<file path="config.mk">
export PLATFORM = sky130hd
export DESIGN_NAME = nes_button_events
export DESIGN_NICKNAME = d
export VERILOG_FILES = /design/src/rtl/nes_button_events.sv
export SDC_FILE = /design/constraint.sdc
export NUM_CORES = 1
export LEC_CHECK = 0
export BUFFER_PORTS_ARGS = -buffer_cell sky130_fd_sc_hd__buf_4
export CORE_ASPECT_RATIO = 0.75
export CORE_UTILIZATION = 45
export CTS_CLUSTER_DIAMETER = 200
export DETAILED_ROUTE_END_ITERATION = 16
export PLACE_DENSITY = 0.64
export SYNTH_ARGS = -nofsm -noshare
export SYNTH_HDL_FRONTEND = slang
export SYNTH_SLANG_ARGS = --single-unit
</file>
<file path="constraint.sdc">
create_clock -name clk -period 7.92 [get_ports clk]
set_clock_uncertainty 0.15 [all_clocks]
set_input_delay 1.188 -clock clk [delete_from_list [all_inputs] [get_ports clk]]
set_output_delay 1.188 -clock clk [all_outputs]
set_load 0.005 [all_outputs]
</file>
<file path="src/rtl/nes_button_events.sv">
// Button level -> press/repeat/release event stream with a small show-ahead FIFO.
// Define NES_RELEASE_EVENTS_EN to generate release events; otherwise falling edges are ignored.
module nes_button_events #(
    parameter int TICK_DIV      = 50000,
    parameter int REPEAT_DELAY  = 400,
    parameter int REPEAT_PERIOD = 100,
    parameter int FIFO_DEPTH    = 4
) (
    input  logic       clk,
    input  logic       reset,
    input  logic       A,
    input  logic       B,
    input  logic       select,
    input  logic       start,
    input  logic       up,
    input  logic       down,
    input  logic       left,
    input  logic       right,
    input  logic       evt_ready,
    input  logic       ovf_clear,
    output logic       evt_valid,
    output logic [4:0] evt_data,
    output logic [7:0] held,
    output logic       overflow
);

    localparam int PW = $clog2(TICK_DIV);
    localparam int HW = $clog2(REPEAT_DELAY + 1);
    localparam int AW = $clog2(FIFO_DEPTH);
    localparam int CW = AW + 1;

    localparam logic [PW-1:0] PRESC_LAST  = PW'(TICK_DIV - 1);
    localparam logic [HW-1:0] HOLD_LAST   = HW'(REPEAT_DELAY - 1);
    localparam logic [HW-1:0] HOLD_RELOAD = HW'(REPEAT_DELAY - REPEAT_PERIOD);
    localparam logic [CW-1:0] FIFO_FULL   = CW'(FIFO_DEPTH);

    typedef struct packed {
        logic       is_rel;
        logic       is_rep;
        logic [2:0] idx;
    } evt_t;

    logic [7:0] w_buttons;
    logic [7:0] r_held;
    logic [7:0] r_held_d;
    logic [7:0] w_rise;
    logic [3:0] w_fall_dir;

    assign w_buttons  = {right, left, down, up, start, select, B, A};
    assign w_rise     = r_held & ~r_held_d;
    assign w_fall_dir = r_held_d[7:4] & ~r_held[7:4];

    // NOTE: sequential state uses non-blocking assignments so every register samples pre-edge values.
    always_ff @(posedge clk or posedge reset) begin
        if (reset) begin
            r_held   <= '0;
            r_held_d <= '0;
        end else begin
            r_held   <= w_buttons;
            r_held_d <= r_held;
        end
    end

    logic [PW-1:0] r_presc;
    logic          w_tick;

    assign w_tick = (r_presc == PRESC_LAST);

    always_ff @(posedge clk or posedge reset) begin
        if (reset)       r_presc <= '0;
        else if (w_tick) r_presc <= '0;
        else             r_presc <= r_presc + 1'b1;
    end

    // Direction buttons: count ticks while held, repeat at REPEAT_DELAY then every REPEAT_PERIOD.
    logic [HW-1:0] r_hold_cnt [4];
    logic [3:0]    w_rep_set;

    always_comb begin
        for (int i = 0; i < 4; i++) begin
            w_rep_set[i] = w_tick && r_held[4+i] && !w_rise[4+i] && (r_hold_cnt[i] == HOLD_LAST);
        end
    end

    always_ff @(posedge clk or posedge reset) begin
        if (reset) begin
            for (int i = 0; i < 4; i++) r_hold_cnt[i] <= '0;
        end else begin
            for (int i = 0; i < 4; i++) begin
                if (w_rise[4+i] || !r_held[4+i]) r_hold_cnt[i] <= '0;
                else if (w_rep_set[i])           r_hold_cnt[i] <= HOLD_RELOAD;
                else if (w_tick)                 r_hold_cnt[i] <= r_hold_cnt[i] + 1'b1;
            end
        end
    end

    logic [7:0]    r_press_pend;
    logic [3:0]    r_rep_pend;
    logic [7:0]    w_rel_pend;
    logic [3:0]    w_rep_cand;
    logic [CW-1:0] r_count;
    logic          w_can_push;
    logic          w_push;
    evt_t          w_push_evt;
    logic          w_prs_hit, w_rep_hit, w_rel_hit;
    logic [2:0]    w_prs_idx, w_rep_idx, w_rel_idx;

    // A repeat being cancelled by a release this cycle is never emitted.
    assign w_rep_cand = r_rep_pend & ~w_fall_dir;
    assign w_can_push = (r_count < FIFO_FULL);

    // NOTE: every always_comb output gets a default first so no latch is inferred.
    always_comb begin
        w_prs_hit = 1'b0;
        w_prs_idx = '0;
        w_rep_hit = 1'b0;
        w_rep_idx = '0;
        w_rel_hit = 1'b0;
        w_rel_idx = '0;
        for (int i = 7; i >= 0; i--) begin
            if (r_press_pend[i]) begin
                w_prs_hit = 1'b1;
                w_prs_idx = 3'(i);
            end
            if (w_rel_pend[i]) begin
                w_rel_hit = 1'b1;
                w_rel_idx = 3'(i);
            end
        end
        for (int i = 3; i >= 0; i--) begin
            if (w_rep_cand[i]) begin
                w_rep_hit = 1'b1;
                w_rep_idx = 3'(i + 4);
            end
        end

        w_push     = 1'b0;
        w_push_evt = '0;
        if (w_can_push) begin
            if (w_prs_hit) begin
                w_push     = 1'b1;
                w_push_evt = '{is_rel: 1'b0, is_rep: 1'b0, idx: w_prs_idx};
            end else if (w_rep_hit) begin
                w_push     = 1'b1;
                w_push_evt = '{is_rel: 1'b0, is_rep: 1'b1, idx: w_rep_idx};
            end else if (w_rel_hit) begin
                w_push     = 1'b1;
                w_push_evt = '{is_rel: 1'b1, is_rep: 1'b0, idx: w_rel_idx};
            end
        end
    end

    logic [7:0] w_sel_onehot;
    logic [7:0] w_clr_press;
    logic [3:0] w_clr_rep;
    logic [7:0] w_coal_press;
    logic [3:0] w_coal_rep;
    logic [7:0] w_coal_rel;

    assign w_sel_onehot = 8'b1 << w_push_evt.idx;
    assign w_clr_press  = (w_push && !w_push_evt.is_rel && !w_push_evt.is_rep) ? w_sel_onehot : '0;
    assign w_clr_rep    = (w_push && w_push_evt.is_rep) ? w_sel_onehot[7:4] : '0;
    assign w_coal_press = w_rise & r_press_pend & ~w_clr_press;
    assign w_coal_rep   = w_rep_set & r_rep_pend & ~w_clr_rep;

    always_ff @(posedge clk or posedge reset) begin
        if (reset) begin
            r_press_pend <= '0;
            r_rep_pend   <= '0;
        end else begin
            r_press_pend <= (r_press_pend & ~w_clr_press) | w_rise;
            r_rep_pend   <= ((r_rep_pend & ~w_clr_rep) | w_rep_set) & ~w_fall_dir;
        end
    end

`ifdef NES_RELEASE_EVENTS_EN
    logic [7:0] r_rel_pend;
    logic [7:0] w_fall;
    logic [7:0] w_clr_rel;

    assign w_fall     = r_held_d & ~r_held;
    assign w_clr_rel  = (w_push && w_push_evt.is_rel) ? w_sel_onehot : '0;
    assign w_rel_pend = r_rel_pend;
    assign w_coal_rel = w_fall & r_rel_pend & ~w_clr_rel;

    always_ff @(posedge clk or posedge reset) begin
        if (reset) r_rel_pend <= '0;
        else       r_rel_pend <= (r_rel_pend & ~w_clr_rel) | w_fall;
    end
`else
    assign w_rel_pend = '0;
    assign w_coal_rel = '0;
`endif

    // A coalesce in the same cycle as ovf_clear keeps the flag set.
    always_ff @(posedge clk or posedge reset) begin
        if (reset)                                       overflow <= 1'b0;
        else if (|{w_coal_press, w_coal_rep, w_coal_rel}) overflow <= 1'b1;
        else if (ovf_clear)                              overflow <= 1'b0;
    end

    evt_t          r_mem [FIFO_DEPTH];
    logic [AW-1:0] r_wr_ptr;
    logic [AW-1:0] r_rd_ptr;
    logic          w_pop;

    assign evt_valid = (r_count != '0);
    assign w_pop     = evt_valid && evt_ready;
    assign evt_data  = r_mem[r_rd_ptr];
    assign held      = r_held;

    // NOTE: the storage is tiny, so it is reset to give evt_data a defined value out of reset.
    always_ff @(posedge clk or posedge reset) begin
        if (reset) begin
            for (int i = 0; i < FIFO_DEPTH; i++) r_mem[i] <= '0;
            r_wr_ptr <= '0;
            r_rd_ptr <= '0;
            r_count  <= '0;
        end else begin
            if (w_push) begin
                r_mem[r_wr_ptr] <= w_push_evt;
                r_wr_ptr        <= r_wr_ptr + 1'b1;
            end
            if (w_pop) r_rd_ptr <= r_rd_ptr + 1'b1;
            case ({w_push, w_pop})
                2'b10:   r_count <= r_count + 1'b1;
                2'b01:   r_count <= r_count - 1'b1;
                default: r_count <= r_count;
            endcase
        end
    end

endmodule

</file>
; After elaboration in Yosys (flattened, before gate mapping)
; Index checks and enable logic that the tools add are counted.
[word_totals]
regBits = 108
inputBits = 12
output_inout_bits = 15
wordCells = 158
[op_classes]
addsub = 9
order_cmp = 4
n_eq_ne = 7
shifts = 1
mux = 54
n_bitwise = 19
n_reduce_logical = 39
[op_table]
columns = cell, count
row1 = $mux W9, 12
row2 = $add A9 B1 Y9 const B, 4
row3 = $eq A9 B9 Y1 const B, 4
row4 = $mux W3, 12
row5 = $and A8 B8 Y8, 4
row6 = $and A4 B4 Y4, 6
row7 = $bwmux W20, 1
row8 = $logic_and A1 B1 Y1, 17
row9 = $mux W1, 17
row10 = $add A16 B1 Y16 const B, 1
row11 = $eq A16 B16 Y1 const B, 1
row12 = $mux W16, 1
row13 = $mux W4, 4
row14 = $not A8 Y8, 2
row15 = $mux W5, 3
row16 = $reduce_bool A3 Y1, 5
row17 = $not A4 Y4, 3
row18 = $reduce_or A12 Y1, 1
row19 = $bmux W5 S2, 1
row20 = $demux W5 S2, 1
row21 = $logic_not A1 Y1, 9
row22 = $mux W8, 1
row23 = $or A8 B8 Y8, 1
row24 = $shl A1 B3 Y8 const A, 1
row25 = 14 further kinds, 21

; Depth between registers and ports, before layout
[depth]
depth_word = 18
mapped_depth = 11
mapped_depth_nobuf = 11

; Worst setup path after synthesis
; OpenSTA, ideal clock, no wires.
[synth_timing]
path_type = register -> register
from = register r_press_pend[0]
to = register r_count[2]
arrival_time_ns = 2.497
required_ns = 7.691
slack_ns = 5.193
stages_incl_launch_ff = 12
path_buffers = 0
period_less_slack_ns = 2.727
path_cell_list = dfrtp_1 -> or4_4 -> or2_4 -> inv_1 -> a21oi_1 -> inv_1 -> ha_1 -> inv_1 -> fa_1 -> xor2_1 -> nor2_1 -> xor2_1
[synth_between]
elab_chain_len = 5
word_cells_on_any_way = 7
[synth_rtl]
columns = item, line_no
row1 = from (decl), 97  ; logic [7:0] r_press_pend;
row2 = from (signal assigned), 171  ; r_press_pend <= (r_press_pend & ~w_clr_press) | w_rise;
row3 = $mux W1 *, 121  ; if (r_press_pend[i]) begin
row4 = $mux W1 *, 140  ; if (w_prs_hit) begin
row5 = $mux W1 *, 139  ; if (w_can_push) begin
row6 = $eq A2 B1 Y1 or $eq A2 B2 Y1 (tied branches), 225  ; case ({w_push, w_pop})
row7 = $pmux W3 S2 or $reduce_bool A2 Y1 (tied branches), --
row8 = to (signal assigned), 226  ; 2'b10: r_count <= r_count + 1'b1;
row9 = to (signal assigned), 227  ; 2'b01: r_count <= r_count - 1'b1;
row10 = to (signal assigned), 228  ; default: r_count <= r_count;
row11 = to (decl), 101  ; logic [CW-1:0] r_count;
; Mark *: on every way between the ends. The rest lies on a longest branch, timed or not.
; A chain may end at the register's enable or synchronous reset.

; Worst setup path in the final report
[layout_timing]
from = register r_press_pend[2]
to = register r_count[2]
[layout_between]
elab_chain_len = 7
word_cells_on_any_way = 9
[layout_rtl]
columns = item, line_no
row1 = $mux W1 * (3 in a row), 121
row2 = $mux W1 *, 140
row3 = $mux W1 *, 139
row4 = $eq A2 B1 Y1 or $eq A2 B2 Y1 (tied branches), 225
row5 = $pmux W3 S2 or $reduce_bool A2 Y1 (tied branches), --
; Marks and branches as above.

==> results.md <==
- Status: finished clean
- Io pins: 27
- Post_cts resized: 0
- Post-synthesis sequential area ratio: about 53%
- Fin nets: 527
- Worst VDD drop: 0.09708 mV
- CTS tree: built
- Worst-Margin Slew: 0.9268 ns
- XOR/XNOR Fraction of Synth Area: under 10%
- Setup TNS: 0 ns
- Routed Wire Length: between 10,000 and 15,000 um
- Fin. Hold Viols: 0
- Via count: between 3,000 and 4,000
- Vias per Instance: roughly 5.7
- Overall Global Routing Usage: about a fifth
- Post-synthesis compound-gate area fraction: 15.68%
- Clk sink count: 104
- Worst EP arrival: approximately 3.1 ns
- DIE AREA: ~11,000 um^2
- Yosys top cell by area: dfrtp_1
- Overall power: approximately 1.4 mW
- # DRC: 0
- Synth Net Count: 500
- Clk buf depth: 2
- FILL cells: between 900 and 1,000
- Routed wl met2: 4480 um
- Worst min-delay path class: reg -> reg
- Post-synth EDFFs: 0
- Final setup violation count: 0
- Met3 wire len: 317 um
- Simple-Gate Fraction of Synth Area: between 10% and 20%
- Share of layout cells above drive strength 1: between 10 and 15%
- Core Box Area: approximately 10,000 um^2
- GP Congestion: 0.8360
- Worst Path Required: 8.03 ns
- Synthesis-to-finish area growth: 13.55%
- Top sig layer: met4
- Fin. max-slew vios: 0
- Synth Area in Adders: roughly 2.9%
- CTS clk-pin slew, worst paths: about 0.07 ns
- First-pass GRT wire length: between 15,000 and 20,000 um
- Highest clock rate: between 0.3 and 0.4 GHz
- Post-Syn Area: roughly 4900 um^2
- H-Tree Depth: 3
- Crit path launch type: register
- Hold_buf cts: 0
- Postcts setup bufs: 0
- Main flop type after synthesis: dfrtp_1
- Hold slack: roughly 0.25 ns
- Syn Inst Count: about 480
- Total of max-cap violations: 0
- CTS Root Cell: clkbuf_16
- Die Span X: between 100 and 150 um
- Initial antenna violation count: 0
- Post-route insts no fill: roughly 650
- Clk_lat worst skew: approximately 0.34 ns
- Row count: 32
- Drt first pass iters: 5
- Combinational family with the most area after synthesis: simple AND/OR/NAND/NOR gates
- Final min period: between 2 and 3 ns
- Part of the cycle the worst path needs: a little under two fifths
- Grt ovf: 0
- PortBufs: 25
- Syn Area/Cell: just over 10 um^2
- Routed Antenna Nets: 0
- Vias in the first global route: ~3,500
- Initial drt markers: 245
- Yosys warning count: 0
- Ys async rst share: 100.0%
- Power density over cell area: 249.1 nW/um^2
- Largest net degree at the start of global routing: 71
- Yosys reg bits: 104
- Yosys cell types: 59
- Placed wire-length estimate: 7008 um
- WS Path Type: reg -> reg
- Placed cell areas: ~5300 um^2
- Crit path max fanout: 8
- Normalized max-slew margin: 38.04%
- Critical path endpoint category: register
- Met1 WL: between 5000 and 6000 um
- Die height: 92.82 um
- Initial Util: 47.17%
- CTS buffer count: 9
- Ant diodes: 0
- RSZ-0062 raised after global routing: no
- Mux contribution to synthesized area: under 10%
- Placed insts: 629
- Static Leak: roughly 2.5 nW
- Wirelength per Cell: around 16 um
- Top cells by area, synth: dfrtp_1, nor2_1, a21oi_1
- Post-synth top area share: between 50% and 60%
- Design Area, Final: around 5600 um^2
==> report_power, final <==
group | internal, mW | switching (mW) | leakage, nW | total (mW)
Combinational | 0.120 | 0.143 | 0.998 | 0.263
Sequential | 0.585 | 0.0577 | 1.34 | 0.642
Clock | 0.303 | 0.191 | 0.169 | 0.495
==> kinds of logic after synthesis <==
group / count (synthesis)
xor gates and xnor gates: 24
and+or+nand+nor: 181
DFF: 104
buffers and inverters: 33
other: 1
muxes: 12
AOI/OAI and AO/OA: 111
adders and majority gates: 11
==> path summary, 6_finish.rpt <==
check                                startpoint           to  slack (ns)  cells after the start
worst min-delay path                    held[1]  r_held_d[1]        0.25                      0
worst max register to register  r_press_pend[2]   r_count[2]        4.94                     11
max in group asynchronous                 reset     r_mem[0]        5.70                      3
worst min register to register          held[1]  r_held_d[1]        0.25                      0
min in group asynchronous                 reset  r_presc[12]        0.69                      2
worst max-delay path            r_press_pend[2]   r_count[2]        4.94                     11
==> per-stage QoR <==
step	setup slack (ns)	util, %
2_1_floorplan	3.850	-
3_3_place_gp	5.035	50.32
3_5_place_dp	4.967	50.32
4_1_cts	4.941	53.57
5_1_grt	4.697	53.57
6_report	4.938	53.57
==> layer usage <==
metal  GRT usage (%)  up-vias
met5               0        -
met4           5.522        0
met3           4.064       12
met2           28.84       64
met1           29.21     1827
li1                -     1777
==> synthesized netlist by cell type (3+ instances only) <==
library cell,count
a311oi_1,17
clkbuf_1,8
nand4_1,8
mux2i_1,4
mux4_2,4
a22oi_1,4
mux2_2,4
o31ai_1,4
o22ai_1,3
nand2_1,43
xor2_1,16
dfrtp_1,104
nand3b_1,4
or2_2,3
xnor2_1,8
a22o_1,5
and2_1,4
nor2_1,47
and3_1,22
nand3_1,16
o21ai_0,24
ha_1,10
nand2b_1,8
a21oi_1,33
nor3_1,10
a21boi_0,3
inv_1,22
nor2b_1,4
==> cell type report <==
class	instances	area, um^2	share of cell area, %
sequential	104	2603	46.31
multi-input combinational	340	2218	39.48
clock buffer	12	266.5	4.743
timing repair buffer	27	202.7	3.607
tap	136	170.2	3.028
inverter	22	85.08	1.514
clock inverter	4	73.82	1.314
==> critical path, cell delays in order, from the launching register on <==
cell,delay [ns]
dfrtp_1,0.47
or4_4,0.56
or2_4,0.31
inv_1,0.06
a21oi_1,0.18
inv_1,0.10
ha_1,0.18
inv_1,0.06
fa_1,0.37
xor2_1,0.15
nor2_1,0.12
xor2_1,0.18
==> cell usage in the layout (no fill, tap or decap), types with 5 or more instances in the layout <==
cell type,synthesis,layout
clkbuf_16,0,9
nor2_1,47,47
buf_4,1,27
nor3_1,10,10
ha_1,10,10
a21oi_1,33,33
xor2_1,16,16
nand4_1,8,8
a22o_1,5,5
nand2_1,43,43
xnor2_1,8,8
a311oi_1,17,17
nand3_1,16,16
o21ai_0,24,24
dfrtp_1,104,104
inv_1,22,21
and3_1,22,22
nand2b_1,8,8
==> registers in the layout (all words and copies together) (netlist names) <==
name	cells
r_hold_cnt	36
r_mem	16
r_presc	16
held	8
r_held_d	8
r_press_pend	8
r_rep_pend	4
r_count	3
r_rd_ptr	2
r_wr_ptr	2
overflow	1
No activity file was read; power rests on OpenSTA's default activity.
